## config.mk

```make
export PLATFORM = sky130hd
export DESIGN_NAME = reg_file_sp
export DESIGN_NICKNAME = d
export VERILOG_FILES = /design/src/rtl/reg_file_pkg.sv /design/src/rtl/reg_file_sp_sp_unit.sv /design/src/rtl/reg_file_sp.sv
export SDC_FILE = /design/constraint.sdc
export NUM_CORES = 1
export LEC_CHECK = 0
export ABC_AREA = 1
export ABC_CLOCK_PERIOD_IN_PS = 1920
export BUFFER_PORTS_ARGS = -buffer_cell sky130_fd_sc_hd__clkbuf_2
export CORE_ASPECT_RATIO = 0.9
export CORE_UTILIZATION = 57
export DETAILED_ROUTE_END_ITERATION = 8
export PLACE_DENSITY = 0.8
export SLEW_MARGIN = 15
export SYNTH_ARGS = -nofsm -noshare
export SYNTH_HDL_FRONTEND = slang
export SYNTH_HIERARCHICAL = 1
export SYNTH_SLANG_ARGS = --single-unit
```

## constraint.sdc

```tcl
create_clock -name clk -period 1.92 [get_ports clk]
set_clock_uncertainty 0.1 [all_clocks]
set_input_delay 0.192 -clock clk [delete_from_list [all_inputs] [get_ports clk]]
set_output_delay 0.192 -clock clk [all_outputs]
set_load 0.02 [all_outputs]
```

## src/rtl/reg_file_pkg.sv

```systemverilog
// Shared constants and SP operation encoding for the register file with stack pointer.
package reg_file_pkg;

  localparam int              DATA_W_DEF   = 8;
  localparam int              NREG_DEF     = 4;
  localparam logic [7:0]      SP_TOP_DEF   = 8'hFF;
  localparam logic [7:0]      SP_LIMIT_DEF = 8'hF0;

  typedef enum logic [1:0] {
    SP_HOLD = 2'd0,
    SP_PUSH = 2'd1,
    SP_POP  = 2'd2,
    SP_LOAD = 2'd3
  } sp_op_e;

endpackage

```

## src/rtl/reg_file_sp_sp_unit.sv

```systemverilog
// Stack pointer next-state logic: resolves push/pop/load and flags out-of-bounds requests.
module sp_unit
  import reg_file_pkg::*;
#(
  parameter int                 DATA_W   = DATA_W_DEF,
  parameter logic [DATA_W-1:0]  SP_TOP   = {DATA_W{1'b1}},
  parameter logic [DATA_W-1:0]  SP_LIMIT = {{(DATA_W-4){1'b1}}, 4'b0000}
) (
  input  logic [DATA_W-1:0] sp_cur,
  input  logic              sp_inc,
  input  logic              sp_dec,
  input  logic              wr_sp,
  input  logic [DATA_W-1:0] wdata,
  output logic [DATA_W-1:0] sp_nxt,
  output logic              ovf_p,
  output logic              unf_p
);

  sp_op_e op;

  // An explicit write to SP overrides any push/pop; opposing requests cancel.
  always_comb begin
    op = SP_HOLD;
    if (wr_sp)                op = SP_LOAD;
    else if (sp_dec && !sp_inc) op = SP_PUSH;
    else if (sp_inc && !sp_dec) op = SP_POP;
  end

  always_comb begin
    sp_nxt = sp_cur;
    ovf_p  = 1'b0;
    unf_p  = 1'b0;
    case (op)
      SP_LOAD: sp_nxt = wdata;
      SP_PUSH: if (sp_cur == SP_LIMIT) ovf_p = 1'b1;
               else sp_nxt = sp_cur - 1'b1;
      SP_POP:  if (sp_cur == SP_TOP) unf_p = 1'b1;
               else sp_nxt = sp_cur + 1'b1;
      default: sp_nxt = sp_cur;
    endcase
  end

endmodule

```

## src/rtl/reg_file_sp.sv

```systemverilog
// Parametrised register file with bounds-checked stack pointer, sticky error flags
// and optional same-cycle write-to-read bypass.
module reg_file_sp
  import reg_file_pkg::*;
#(
  parameter int                 DATA_W   = DATA_W_DEF,
  parameter int                 NREG     = NREG_DEF,
  parameter int                 SP_IDX   = NREG - 1,
  parameter logic [DATA_W-1:0]  SP_TOP   = {DATA_W{1'b1}},
  parameter logic [DATA_W-1:0]  SP_LIMIT = {{(DATA_W-4){1'b1}}, 4'b0000},
  parameter bit                 BYPASS   = 1'b1,
  localparam int                ADDR_W   = $clog2(NREG)
) (
  input  logic              clk,
  input  logic              rst,
  input  logic [ADDR_W-1:0] ra,
  input  logic [ADDR_W-1:0] rb,
  input  logic [ADDR_W-1:0] wa,
  input  logic [DATA_W-1:0] wdata,
  input  logic              wr_en,
  input  logic              sp_dec,
  input  logic              sp_inc,
  input  logic              err_clr,
  output logic [DATA_W-1:0] rd1,
  output logic [DATA_W-1:0] rd2,
  output logic [DATA_W-1:0] sp,
  output logic              sp_ovf,
  output logic              sp_unf
);

  logic [NREG-1:0][DATA_W-1:0] regs_q, regs_d;
  logic                        ovf_q, ovf_d, unf_q, unf_d;
  logic                        wr_sp, ovf_p, unf_p;
  logic [DATA_W-1:0]           sp_nxt;

  assign wr_sp = wr_en && (wa == ADDR_W'(SP_IDX));

  sp_unit #(
    .DATA_W  (DATA_W),
    .SP_TOP  (SP_TOP),
    .SP_LIMIT(SP_LIMIT)
  ) u_sp (
    .sp_cur (regs_q[SP_IDX]),
    .sp_inc (sp_inc),
    .sp_dec (sp_dec),
    .wr_sp  (wr_sp),
    .wdata  (wdata),
    .sp_nxt (sp_nxt),
    .ovf_p  (ovf_p),
    .unf_p  (unf_p)
  );

  // sp_unit already folds an SP-targeted write into sp_nxt, so SP is always taken from it.
  always_comb begin
    regs_d = regs_q;
    if (wr_en) regs_d[wa] = wdata;
    regs_d[SP_IDX] = sp_nxt;
    ovf_d = (ovf_q & ~err_clr) | ovf_p;
    unf_d = (unf_q & ~err_clr) | unf_p;
  end

  always_ff @(posedge clk) begin
    if (!rst) begin
      regs_q         <= '0;
      regs_q[SP_IDX] <= SP_TOP;
      ovf_q          <= 1'b0;
      unf_q          <= 1'b0;
    end else begin
      regs_q <= regs_d;
      ovf_q  <= ovf_d;
      unf_q  <= unf_d;
    end
  end

  always_comb begin
    rd1 = regs_q[ra];
    rd2 = regs_q[rb];
    if (BYPASS && wr_en && (wa == ra)) rd1 = wdata;
    if (BYPASS && wr_en && (wa == rb)) rd2 = wdata;
  end

  assign sp     = regs_q[SP_IDX];
  assign sp_ovf = ovf_q;
  assign sp_unf = unf_q;

endmodule

```

==> impl_metrics.json <==
{
  "grt_pass1_wl_microns": 13100,
  "vias_per_cell": 5.49,
  "syn_area_sq_um": 2770,
  "ant_nets": 0,
  "hold_class": "primary input to flop",
  "grt_max_degree": 25,
  "cts_buffers": 5,
  "clkSlewWorstSetupHoldPaths_ns": 0.07,
  "dp_hpwl_microns": 6000,
  "antenna_cells": 0,
  "critPathCaptureType": "flop",
  "p_seq_share_pct": 38.3,
  "cts_tree": "built",
  "syn_to_final_growth_pct": 12.2,
  "cts_sinks": 34,
  "cap_viol_max_count": 0,
  "tns_ns": 0,
  "synth_edf_count": 0,
  "clock_path_buffers": 2,
  "fin_nets": 550,
  "p_sw_w": 0.000834,
  "core-area_sq_um": 4550,
  "synth_fp_nets": 507,
  "grt-ovfl-total": 0,
  "portBuffers": 45,
  "arrival_ns": 1.89,
  "cp.required_ns": 1.99,
  "htreeDepth": 2,
  "floorplan.initialDensity_pct": 60.9,
  "timing.critical_path.mode_cell": "nand2_1",
  "final-hold-violation-count": 0,
  "ys_seq_area_share_pct": 24.6,
  "clk_latency_ns": 0.28,
  "timing.reg2reg.setup_slack_ns": 0.11,
  "fp-row-count": 23,
  "hold_buffers": 0,
  "cp_max_fo": 6,
  "cp_cell_sequence": "ha_2 > nand3_2 > clkinv_2 > nand2_2 > nand2_1 > nor2_1 > nor2_2 > nand2_1 > or2_2",
  "dominantRegCellSynth": "dfxtp_1",
  "ir_drop_v": 0.000466,
  "slowest_stage": "dfxtp_1",
  "slew_viol_final": 0,
  "first_iter_violations": 560,
  "vias": 3235,
  "die_w_microns": 75.5,
  "netlist_instances": 484,
  "rsz0062_at_grt": "false",
  "drive_gt1_share_pct": 20.7,
  "leakage_nw": 1.73,
  "ios": 46,
  "place_congestion": 0.931,
  "cts-root-buf": "clkbuf_8",
  "placed_area_sq_um": 3020,
  "grt_pass1_vias": 2771,
  "max_stage_delay_ns": 0.42,
  "dieArea_sq_um": 5140,
  "fp.dieH_microns": 68.1,
  "p_sw_share_pct": 39.6,
  "start_kind": "flop",
  "antenna_found_initial": 0,
  "routed_wl_microns": 8200,
  "async_flop_share_pct": 0,
  "p_clk_share_pct": 24.3,
  "post_cts_buffers": 0,
  "p_per_area_nw_per_um2": 677,
  "wl_per_cell_microns": 13.9,
  "avgSynthCellArea_sq_um": 5.72,
  "yosysUniqueCellTypes": 26,
  "track_usage_pct": 34.3,
  "status": "finished, final reports clean",
  "fmax_ghz": 0.551,
  "drc": 0,
  "final-setup-viol-count": 0,
  "slew-limit-headroom_pct": 75.3,
  "ys_ff_latch": 34,
  "fin_crit_ns": 1.81,
  "internal_power_w": 0.00127,
  "worst_pin_slew_ns": 0.370,
  "firstDrtPassIters": 6,
  "ys_warn_count": 6,
  "share_comb_of_total_power_pct": 37.4,
  "criticalPathCategory": "flop to flop",
  "fin_crit_sh_pct": 94.5,
  "post-route-cell-area_sq_um": 3100
}
## logic make-up (layout without fill, tap and decap cells)
family	after synthesis	after routing	share of synthesized area, %
and+or+nand+nor	306	306	49.3
xor gates and xnor gates	2	2	0.633
DFF	34	34	24.6
AOI/OAI and AO/OA	49	49	9.09
buffers and inverters	90	133	15.1
adders and majority gates	3	3	1.36
## timing repair
action	CTS	global route
gates resized for setup	1	3
setup endpoints to repair	1	3
pin swaps	0	0
## synth_stat cells, types with 8 or more instances
cell | instances | share of area (%)
inv_2 | 10 | 1.4
buf_4 | 13 | 3.5
a21oi_1 | 20 | 3.6
nor2_1 | 29 | 3.9
nand4_1 | 8 | 1.8
inv_1 | 53 | 7.2
o21ai_0 | 27 | 4.9
nand3_1 | 68 | 12
nand2_1 | 173 | 23
dfxtp_1 | 34 | 25
or2_2 | 8 | 1.8
## power by group through the flow
stage          clock, W  sequential, W  combinational [W]
6_report       0.000512       0.000804           0.000787
5_1_grt        0.000544       0.000811           0.000868
4_1_cts        0.000513       0.000803           0.000770
3_5_place_dp          0       0.000818           0.000765
3_3_place_gp          0       0.000820           0.000757
2_1_floorplan         0       0.000802           0.000574
## worst paths after layout
kind	startpoint	end	cells past startpoint
worst max-delay path	sp[0]	sp[1]	9
worst min-delay path	err_clr	sp_ovf	4
worst min register to register	regs_q[16]	regs_q[16]	2
worst max register to register	sp[0]	sp[1]	9
## sequential cells by signal, summed over array words and instances, names as in the netlist
| register | cells |
|---|---|
| regs_q | 24 |
| sp_ovf | 1 |
| sp | 8 |
| sp_unf | 1 |
## cell usage in the layout (no fill, tap or decap), types with 2 or more instances in the layout
cell type	netlist	final
a21oi_1	20	20
buf_4	13	15
clkbuf_1	2	2
clkbuf_2	0	45
clkbuf_8	0	5
dfxtp_1	34	32
ha_1	3	2
inv_1	53	53
inv_2	10	10
inv_4	2	2
nand2_1	173	173
nand2_2	4	4
nand3_1	68	68
nand3_2	7	7
nand4_1	8	8
nor2_1	29	29
nor2_2	5	5
nor2_4	2	2
o21ai_0	27	27
or2_2	8	8
xnor2_1	2	2
## through the flow
stage          hold slack [ns]  setup WS (ns)  utilization (%)  cells  power, W
3_5_place_dp             0.367         0.0189             66.4    582   0.00158
6_report                 0.100          0.106             68.3    589   0.00210
3_3_place_gp             0.363         0.0106             66.4    582   0.00158
5_1_grt                  0.145        0.00364             68.3    589   0.00222
2_1_floorplan            0.230          0.149                -    484   0.00138
4_1_cts                  0.101         0.0887             68.1    589   0.00209
## final cells by class
cell class                      instances  area (sq um)
Multi-Input combinational cell        360          1670
Fill cell                             480          1440
Sequential cell                        34           686
Timing Repair Buffer                   60           338
Inverter                               66           254
Tap cell                               62          77.6
Clock buffer                            7          76.3
## critical path, delay by kind of cell, from the launching register on
| kind | cells | cell delay [ns] |
|---|---|---|
| DFF | 1 | 0.42 |
| adders and majority gates | 1 | 0.24 |
| buffers and inverters | 1 | 0.13 |
| and+or+nand+nor | 7 | 0.80 |
## per-layer routing
metal / share of wire [%] / global-route usage [%]
met1: 44 / 50.4
met2: 42 / 50.1
met3: 11 / 6.48
met4: 2.1 / 10.4
met5: 0 / 0
No activity file was read; power rests on OpenSTA's default activity.
